**src/rtl/seg_display_scanner.sv**
```systemverilog
// Multiplexed seven-segment scanner: CPU-written hex value, frame-synchronous shadow copy,
// leading-zero blanking, per-digit decimal points and PWM brightness on active-low pins.
module seg_display_scanner #(
    parameter int NUM_DIGITS = 4,
    parameter int DWELL      = 4,
    parameter int BRIGHT_W   = 3
) (
    input  logic                    clock1KHz,
    input  logic                    RAMclr,
    input  logic                    wr_en,
    input  logic [4*NUM_DIGITS-1:0] wr_data,
    input  logic [NUM_DIGITS-1:0]   dp_in,
    input  logic                    lzb_en,
    input  logic [BRIGHT_W-1:0]     bright,
    output logic [NUM_DIGITS-1:0]   dig,
    output logic [7:0]              seg,
    output logic                    frame_done
);

    localparam int IDX_W   = (NUM_DIGITS > 1) ? $clog2(NUM_DIGITS) : 1;
    localparam int DWELL_W = (DWELL > 1) ? $clog2(DWELL) : 1;
    localparam int CMP_W   = (DWELL_W > BRIGHT_W) ? DWELL_W : BRIGHT_W;

    logic [4*NUM_DIGITS-1:0] value_reg;
    logic [NUM_DIGITS-1:0]   dp_reg;
    logic [4*NUM_DIGITS-1:0] shadow;
    logic [NUM_DIGITS-1:0]   shadow_dp;
    logic [IDX_W-1:0]        idx;
    logic [DWELL_W-1:0]      dwell;

    logic                    last_dwell;
    logic                    last_idx;
    logic                    frame_wrap;
    logic [NUM_DIGITS-1:0]   blank;
    logic                    zero_above;
    logic [3:0]              cur_nib;
    logic                    cur_dp;
    logic                    cur_blank;
    logic                    lit;
    logic [NUM_DIGITS-1:0]   dig_next;
    logic [7:0]              seg_next;

    function automatic logic [6:0] enc(input logic [3:0] hex);
        case (hex)
            4'h0: enc = 7'h3F;
            4'h1: enc = 7'h06;
            4'h2: enc = 7'h5B;
            4'h3: enc = 7'h4F;
            4'h4: enc = 7'h66;
            4'h5: enc = 7'h6D;
            4'h6: enc = 7'h7D;
            4'h7: enc = 7'h07;
            4'h8: enc = 7'h7F;
            4'h9: enc = 7'h6F;
            4'hA: enc = 7'h77;
            4'hB: enc = 7'h7C;
            4'hC: enc = 7'h39;
            4'hD: enc = 7'h5E;
            4'hE: enc = 7'h79;
            default: enc = 7'h71;
        endcase
    endfunction

    assign last_dwell = (dwell == DWELL_W'(DWELL - 1));
    assign last_idx   = (idx == IDX_W'(NUM_DIGITS - 1));
    assign frame_wrap = last_dwell && last_idx;

    always_ff @(posedge clock1KHz or posedge RAMclr) begin
        if (RAMclr) begin
            value_reg <= '0;
            dp_reg    <= '0;
        end else if (wr_en) begin
            value_reg <= wr_data;
            dp_reg    <= dp_in;
        end
    end

    // The shadow only changes at the frame boundary so a frame never mixes two values.
    always_ff @(posedge clock1KHz or posedge RAMclr) begin
        if (RAMclr) begin
            shadow     <= '0;
            shadow_dp  <= '0;
            frame_done <= 1'b0;
        end else begin
            frame_done <= frame_wrap;
            if (frame_wrap) begin
                shadow    <= value_reg;
                shadow_dp <= dp_reg;
            end
        end
    end

    always_ff @(posedge clock1KHz or posedge RAMclr) begin
        if (RAMclr) begin
            idx   <= '0;
            dwell <= '0;
        end else if (last_dwell) begin
            dwell <= '0;
            idx   <= last_idx ? '0 : idx + 1'b1;
        end else begin
            dwell <= dwell + 1'b1;
        end
    end

    // Walk from the most significant digit down; a digit blanks only while everything above it is zero.
    always_comb begin
        blank      = '0;
        zero_above = 1'b1;
        for (int i = NUM_DIGITS - 1; i >= 0; i--) begin
            zero_above = zero_above && (shadow[4*i +: 4] == 4'h0);
            if (i != 0) begin
                blank[i] = lzb_en && zero_above;
            end
        end
    end

    always_comb begin
        cur_nib   = 4'h0;
        cur_dp    = 1'b0;
        cur_blank = 1'b0;
        for (int i = 0; i < NUM_DIGITS; i++) begin
            if (idx == IDX_W'(i)) begin
                cur_nib   = shadow[4*i +: 4];
                cur_dp    = shadow_dp[i];
                cur_blank = blank[i];
            end
        end
        lit = (CMP_W'(dwell) < CMP_W'(bright)) && !cur_blank;
        for (int i = 0; i < NUM_DIGITS; i++) begin
            dig_next[i] = !(lit && (idx == IDX_W'(i)));
        end
        seg_next = lit ? {~cur_dp, ~enc(cur_nib)} : 8'hFF;
    end

    always_ff @(posedge clock1KHz or posedge RAMclr) begin
        if (RAMclr) begin
            dig <= '1;
            seg <= 8'hFF;
        end else begin
            dig <= dig_next;
            seg <= seg_next;
        end
    end

endmodule

```
**config.mk**
```make
export PLATFORM = sky130hd
export DESIGN_NAME = seg_display_scanner
export DESIGN_NICKNAME = d
export VERILOG_FILES = /design/src/rtl/seg_display_scanner.sv
export SDC_FILE = /design/constraint.sdc
export NUM_CORES = 1
export LEC_CHECK = 0
export ABC_CLOCK_PERIOD_IN_PS = 5400
export BUFFER_PORTS_ARGS = -buffer_cell sky130_fd_sc_hd__buf_2
export CAP_MARGIN = 15
export CELL_PAD_IN_SITES_DETAIL_PLACEMENT = 2
export CELL_PAD_IN_SITES_GLOBAL_PLACEMENT = 2
export CORE_UTILIZATION = 40
export DETAILED_ROUTE_END_ITERATION = 10
export HOLD_SLACK_MARGIN = 0.02
export PLACE_DENSITY = 0.85
export SLEW_MARGIN = 20
export SYNTH_ARGS = -nofsm -noshare
export SYNTH_HDL_FRONTEND = slang
export SYNTH_SLANG_ARGS = --single-unit
```
**constraint.sdc**
```tcl
create_clock -name clock1KHz -period 5.4 [get_ports clock1KHz]
set_input_delay 1.08 -clock clock1KHz [delete_from_list [all_inputs] [get_ports clock1KHz]]
set_output_delay 1.08 -clock clock1KHz [all_outputs]
set_load 0.01 [all_outputs]
```
==> results of run 1 <==
==> kinds of logic after synthesis <==
family / Yosys count / share of synthesized area
AO/OA/AOI/OAI: 30 / 0.0905
buffers and inverters: 19 / 0.0337
adder cells (fa/ha/maj): 12 / 0.0577
AND/OR/NAND/NOR: 48 / 0.0991
flip-flops: 57 / 0.554
multiplexers: 38 / 0.165
==> worst register-to-register path, cell delays in order, from the launching register on <==
cell	delay, ns
dfrtp_1	0.39
ha_1	0.58
nor2_2	0.17
a221oi_2	0.49
inv_1	0.17
ha_1	0.34
nor2_1	0.05
a211oi_1	0.24
o21ai_1	0.12
==> worst max-delay path by stage <==
stage                     startpoint  cells past startpoint  slack (ns)         to
final                         idx[0]                      8        2.76     seg[3]
after detailed placement   bright[1]                      7        2.64     seg[2]
after global routing          idx[0]                      7        2.44     seg[3]
after global placement     bright[1]                      7        2.76     seg[5]
after CTS                     idx[1]                      8        2.73     seg[3]
after floorplan               RAMclr                      1        2.94  dp_reg[0]
==> stage by stage <==
| stage | hold slack (ns) | utilization | instance area [um^2] | power (mW) |
|---|---|---|---|---|
| CTS | 0.465 | 0.483 | 3050 | 1.03 |
| global placement | 0.440 | 0.452 | 2850 | 0.619 |
| global route | 0.508 | 0.483 | 3050 | 1.07 |
| finish | 0.462 | 0.483 | 3050 | 1.02 |
| floorplan | 0.423 | - | 2600 | 0.581 |
| detailed placement | 0.454 | 0.452 | 2850 | 0.626 |
==> cell usage in the layout, fill, tap and decap left out, types with 3 or more instances in the layout <==
master	Yosys	routed
dfrtp_1	45	45
inv_1	10	9
nor3b_1	4	4
a21oi_1	9	9
buf_2	4	39
a211oi_1	4	4
ha_1	12	12
nor2_1	8	8
o221ai_1	3	3
dfstp_2	12	12
nand2_1	17	17
nor2b_1	3	3
nor3_1	3	3
o21ai_0	5	5
clkbuf_8	0	11
nand3b_1	4	4
mux2_2	38	38
==> where the power goes <==
group	leakage, nW	switching, mW	internal [mW]
clock	0.102	0.164	0.234
sequential	0.660	0.0218	0.475
combinational	0.599	0.0633	0.0580
==> layer usage <==
metal,GRT usage,wire [um]
met5,0,0
met4,0.0931,107
met3,0.0626,198
met2,0.312,2880
met1,0.230,2420
==> layout make-up <==
cell class | count | share of cell area
timing repair buffer | 40 | 0.0665
clock inverter | 3 | 0.0131
clock buffer | 12 | 0.0509
tap | 77 | 0.0316
multi-input combinational | 128 | 0.351
sequential | 57 | 0.473
inverter | 11 | 0.0135
==> metrics, run 1 <==
post-placement cell count=313; Worst Reg-to-Reg Cells=8; Worst IR Drop VDD=0.000213 V; row cnt=29; Hold Fails Final Rpt=0; Post-Route Skew=0.00950 ns; CP delay by family, top=adder cells; max cap viols=0; drt first pass iters=4; critical path data arrival time=2.87 ns; Leakage Power=1.36 nW; max incr delay on CP=0.58 ns; ys flop type=dfrtp_1; slowest CP cell=ha_1; synth cell count leaders=dfrtp_1 (45), mux2_2 (38), nand2_1 (17), dfstp_2 (12), ha_1 (12); die extent in x=82.6 um; most common cell in the synthesized netlist=dfrtp_1; Post-synth ARST share=1.00; Buf/Inv on CP=1; worst-margin pin slew=0.819 ns; via count=1,708; GPL Wtd Cong=0.788; area of the core=6310 um^2; # diodes=0; register area share after synthesis=0.554; number of synthesized flops with an enable pin=0; htree depth=3; Avg Cell Area, Syn=12.7 um^2; final-report setup violation count=0; vias in the first global route=1,794; critical-path maximum fanout=16; initial antenna violation count=0; nets=286; share of cells above drive strength 1=0.458; die height=82.6 um; Tightest Hold Check Type=reg -> reg; Final period util=0.489; CTS buffer count=9; Port Buf Inserts=39; post-route setup TNS=0 ns; Initial Util=0.412; post-route ant nets=0; Setup CP Type=reg -> reg; Hold Path Stages=1; FF+latch area=1440 um^2; Ports=40; DRC=0; Startpoint Class=flop; vias per cell=5.21; initial DRC count=44; worst reg2reg path endpoint=seg[3]; largest net degree at the start of global routing=58; max_slew headroom=0.452; area leader, netlist=dfrtp_1; outcome=complete, no violations; Post-Syn Instances=204; total track usage=0.192; postcts setup bufs=0; DR WL/cell=17.1 um; FF-to-FF setup slack=2.76 ns; Slew Viols, Final=0; Synthesis Warnings=0; cell area after synthesis=2600 um^2; Crit path top cell by count=ha_1; Root Driver=clkbuf_8; hold path start=dwell[0]; clock slew at reported path FFs=0.07 ns; RSZ-0062 raised after global routing=false; Max Freq=379 MHz; Fillers=660; grt ovf=0; RR Startpoint=idx[0]; Hold Buf Count CTS=0; Cell Count, Final, Fillers Out=328; Post-DP HPWL=3.86 mm; post_cts resized=0; Crit path required time=5.62 ns; Routed WL=5.61 mm; Die Area=6830 um^2; Clk Latency, worst-skew pair=0.34 ns; CP endpoint kind=flop; Place WS=2.64 ns; critical-path cell list=ha_1 -> nor2_2 -> a221oi_2 -> inv_1 -> ha_1 -> nor2_1 -> a211oi_1 -> o21ai_1; synthesized net count=243; number of synthesized register bits=57; TritonCTS clock tree=done; Bufs on Longest Clock Path=2; first-pass GRT wire length=9.20 mm; post-route setup slack=2.76 ns; ranking of synthesized cells by area=dfrtp_1 (43%), mux2_2 (16%), dfstp_2 (12%), ha_1 (5.8%), nand2_1 (2.5%); Multi-input gate area=1070 um^2; total power per unit cell area=333 nW/um^2; CTS Sinks=57; Period minus WS final=2.64 ns; Synth top area share=0.433; post-synth cell types=36; Area Overhead vs Synth=17.2%; end of the worst hold path=dwell[0]
No activity file was read; power rests on OpenSTA's default activity.
==> run 2: changes to the inputs <==
- ABC_CLOCK_PERIOD_IN_PS: 5400 -> 2500
- CORE_UTILIZATION: 40 -> 38
- PLACE_DENSITY: 0.85 -> 0.82
- clock period: 5.4 -> 2.5 ns (I/O delays scaled with it)
==> metrics, run 2 (synthesized netlist as in run 1, its figures left out) <==
Period minus WS final=2.37 ns; share of cells above drive strength 1=0.486; die extent in x=84.7 um; total power per unit cell area=745 nW/um^2; Root Driver=clkbuf_8; Area Overhead vs Synth=21.9%; initial DRC count=46; post-route ant nets=0; Place WS=0.104 ns; most common cell after layout, fill and taps aside=dfrtp_1; max_slew headroom=0.549; commonest cells after routing, fill and taps aside=dfrtp_1 (45), buf_2 (39), mux2_2 (38), nand2_1 (17); Post-Route Skew=0.00955 ns; Leakage Power=1.41 nW; Tightest Hold Check Type=in -> async; critical-path maximum fanout=6; post-route setup slack=0.127 ns; post-route setup TNS=0 ns; Worst Reg-to-Reg Cells=12; total track usage=0.188; DR WL/cell=18.3 um; Bufs on Longest Clock Path=2; largest net degree at the start of global routing=36; vias in the first global route=1,932; Die Area=7180 um^2; htree depth=3; Routed WL=6.10 mm; final-report setup violation count=0; TritonCTS clock tree=done; Max Freq=421 MHz; total power=2.36 mW; nets=291; Final period util=0.949; Hold Fails Final Rpt=0; drt first pass iters=9; Clk Latency, worst-skew pair=0.34 ns; Slew Viols, Final=0; Port Buf Inserts=39; CP delay by family, top=compound AO/OA/AOI/OAI gates; critical path data arrival time=2.63 ns; GPL Wtd Cong=0.758; critical-path cell list=inv_1 -> ha_1 -> and3b_1 -> a21oi_1 -> a221oi_2 -> buf_4 -> buf_4 -> ha_1 -> inv_1 -> nor2_1 -> a211oi_1 -> o21ai_1; area of the core=6460 um^2; Startpoint Class=flop; Initial Util=0.403; slowest CP cell=dfrtp_1; CTS Sinks=57; grt ovf=0; Post-DP HPWL=4.10 mm; outcome=complete, but fails checks; Ports=40; die height=84.7 um; via count=1,777; CTS buffer count=9; Crit path required time=2.76 ns; fin util=0.491; worst-margin pin slew=0.672 ns; Worst IR Drop VDD=0.000523 V; # diodes=0; row cnt=29; Worst path depth=12; first-pass GRT wire length=10.0 mm; max incr delay on CP=0.46 ns; DRC=3; Buf/Inv on CP=4; vias per cell=5.32; max cap viols=0; Setup CP Type=reg -> reg; initial antenna violation count=0; failing checks=design-rule violations; clock slew at reported path FFs=0.06 ns; CP endpoint kind=flop
==> run 2: per-stage QoR <==
stage / instance area, um^2 / std cells / hold slack (ns)
2_1_floorplan: 2600 / 204 / 0.423
3_3_place_gp: 2890 / 316 / 0.449
3_5_place_dp: 2890 / 316 / 0.463
4_1_cts: 3130 / 332 / 0.197
5_1_grt: 3170 / 334 / 0.215
6_report: 3170 / 334 / 0.195
==> run 2: cell type report <==
class / count / area (um^2)
Inverter: 11 / 41.3
Clock inverter: 4 / 73.8
Clock buffer: 12 / 165
Tap cell: 77 / 96.3
Sequential cell: 57 / 1440
Multi-Input combinational cell: 128 / 1100
Timing Repair Buffer: 45 / 253
Fill cell: 671 / 3290
==> run 2: report_power, final <==
part | internal [mW] | total, mW | switching, mW
clock network | 0.642 | 1.01 | 0.365
logic | 0.136 | 0.279 | 0.143
registers | 1.03 | 1.07 | 0.0492
==> run 2: repair_timing <==
item                                    in CTS  in global routing
gates resized for setup                      1                  4
hold buffers                                 0                  0
gates cloned                                 0                  0
endpoints found under the setup margin       2                  7
pin swaps                                    0                  2
setup buffers                                0                  2
==> run 2: final timing paths <==
kind	from	to	slack (ns)
hold / removal	RAMclr	value_reg[2]	0.19
setup reg to reg	idx[0]	seg[3]	0.13
max in group asynchronous	RAMclr	seg[7]	1.69
min in group clock1KHz	wr_data[5]	value_reg[5]	0.39
hold reg to reg	dwell[0]	dwell[0]	0.48
setup / recovery	idx[0]	seg[3]	0.13
==> run 2: layer usage <==
layer,GRT usage,vias up,wire (um)
met5,0,-,0
met3,0.0393,12,182
met4,0.105,0,159
met2,0.330,34,3300
li1,-,811,-
met1,0.213,920,2460
==> run 3: changes to the inputs <==
--- a/config.mk
+++ b/config.mk
@@ -7,12 +7,12 @@
 export LEC_CHECK = 0
 export ABC_CLOCK_PERIOD_IN_PS = 2500
-export BUFFER_PORTS_ARGS = -buffer_cell sky130_fd_sc_hd__buf_2
 export CAP_MARGIN = 15
 export CELL_PAD_IN_SITES_DETAIL_PLACEMENT = 2
 export CELL_PAD_IN_SITES_GLOBAL_PLACEMENT = 2
-export CORE_UTILIZATION = 38
+export CORE_UTILIZATION = 40
 export DETAILED_ROUTE_END_ITERATION = 10
+export DONT_BUFFER_PORTS = 1
 export HOLD_SLACK_MARGIN = 0.02
-export PLACE_DENSITY = 0.82
+export PLACE_DENSITY = 0.77
 export SLEW_MARGIN = 20
 export SYNTH_ARGS = -nofsm -noshare
==> constraint.sdc (replaced) <==
create_clock -name clock1KHz -period 2.5 [get_ports clock1KHz]
set_input_delay 0.375 -clock clock1KHz [delete_from_list [all_inputs] [get_ports clock1KHz]]
set_output_delay 0.375 -clock clock1KHz [all_outputs]
set_load 0.01 [all_outputs]
==> metrics, run 3 (synthesized netlist as in run 1, its figures left out) <==
row cnt=29; Startpoint Class=flop; post-route ant nets=0; critical-path maximum fanout=6; worst-margin pin slew=0.711 ns; CP endpoint kind=flop; htree depth=3; worst reg2reg path endpoint=seg[5]; Tightest Hold Check Type=in -> async; FF+latch area=1440 um^2; Crit path required time=2.75 ns; final-report setup violation count=0; Max Freq=421 MHz; FF-to-FF setup slack=0.13 ns; Initial Util=0.412; vias per cell=5.52; critical path data arrival time=2.63 ns; Worst Reg-to-Reg Cells=10; Bufs on Longest Clock Path=2; die extent in x=82.6 um; hold_ws=0.0952 ns; commonest cells after routing, fill and taps aside=dfrtp_1 (45), mux2_2 (38), nand2_1 (17), dfstp_2 (12), clkbuf_8 (11); Area after DPL=2680 um^2; nets=252; Hold Fails Final Rpt=0; area of the core=6310 um^2; Routed WL=5.76 mm; vias in the first global route=1,759; Setup CP Type=reg -> reg; first-pass GRT wire length=9.16 mm; fin util=0.464; initial antenna violation count=0; CTS Sinks=57; Post-DP HPWL=4.07 mm; Multi-input gate area=1080 um^2; max_slew headroom=0.526; Root Driver=clkbuf_8; die height=82.6 um; most common cell after layout, fill and taps aside=dfrtp_1; TritonCTS clock tree=done; Die Area=6830 um^2; Clk Latency, worst-skew pair=0.34 ns; Hold Buf Count CTS=0; outcome=complete, no violations; share of cells above drive strength 1=0.394; DR WL/cell=19.5 um; max cap viols=0; Post-Layout Inst Area=2930 um^2; via count=1,628; Ports=40; CTS buffer count=9; grt ovf=0; Port Buf Inserts=0; Final period util=0.950; largest net degree at the start of global routing=58; GPL Wtd Cong=0.834; total track usage=0.195; Fillers=639; Period minus WS final=2.37 ns; Post-Route Skew=0.00730 ns; post-route setup slack=0.126 ns; Slew Viols, Final=0; # diodes=0; Worst IR Drop VDD=0.000507 V; clock slew at reported path FFs=0.07 ns; total power per unit cell area=781 nW/um^2; initial DRC count=44; RR Startpoint=idx[0]; drt first pass iters=4; Area Overhead vs Synth=12.8%; Leakage Power=1.24 nW; Place WS=0.0579 ns; post-route setup TNS=0 ns; DRC=0
## run 3: changes by cell type in the layout (fill, tap and decap cells not counted), sizes merged
| cell | previous run | this run |
|---|---|---|
| buf | 45 | 6 |
| clkbuf | 12 | 11 |
| clkinvlp | 0 | 1 |
## run 3: stage by stage
stage	cells	total power, mW
global route	295	2.40
global placement	277	1.29
floorplan	204	1.26
finish	295	2.29
CTS	293	2.32
detailed placement	277	1.32
## run 3: repair_timing
action / CTS / global route
setup endpoints to repair: 0 / 6
resized for setup: 0 / 3
buffers inserted: 0 / 2
## run 3: layout make-up
| cell class | count | share of cell area |
|---|---|---|
| Sequential cell | 57 | 0.492 |
| Multi-Input combinational cell | 128 | 0.368 |
| Clock buffer | 11 | 0.0516 |
| Tap cell | 77 | 0.0329 |
| Clock inverter | 5 | 0.0265 |
| Timing Repair Buffer | 6 | 0.0154 |
| Inverter | 11 | 0.0141 |
## run 3: metal layers
| layer | global-route usage | up-vias | share of wire | routed length, um |
|---|---|---|---|---|
| li1 | - | 739 | - | - |
| met1 | 0.213 | 838 | 0.40 | 2300 |
| met2 | 0.327 | 39 | 0.53 | 3040 |
| met3 | 0.0670 | 12 | 0.046 | 263 |
| met4 | 0.112 | 0 | 0.027 | 155 |
| met5 | 0 | - | 0 | 0 |
## run 3: how the worst max path moves through the flow
stage | from | to | cells past startpoint
after floorplan | idx[0] | seg[3] | 10
after global placement | idx[1] | seg[3] | 9
after detailed placement | idx[1] | seg[3] | 10
after CTS | idx[1] | seg[3] | 10
after global routing | idx[0] | seg[3] | 10
final | idx[0] | seg[5] | 10
## run 3: power by group
part	internal (mW)	total [mW]	switching [mW]
Clock	0.611	0.987	0.376
Combinational	0.104	0.211	0.107
Sequential	1.03	1.09	0.0642
## run 3: worst max-delay path, stage by stage (launching register included)
cell      delay [ns]
dfrtp_1         0.43
inv_1           0.13
ha_1            0.28
and3b_1         0.19
a21oi_1         0.05
a221oi_2        0.35
buf_4           0.17
ha_1            0.19
nor2b_1         0.21
a21oi_1         0.07
o221ai_1        0.22
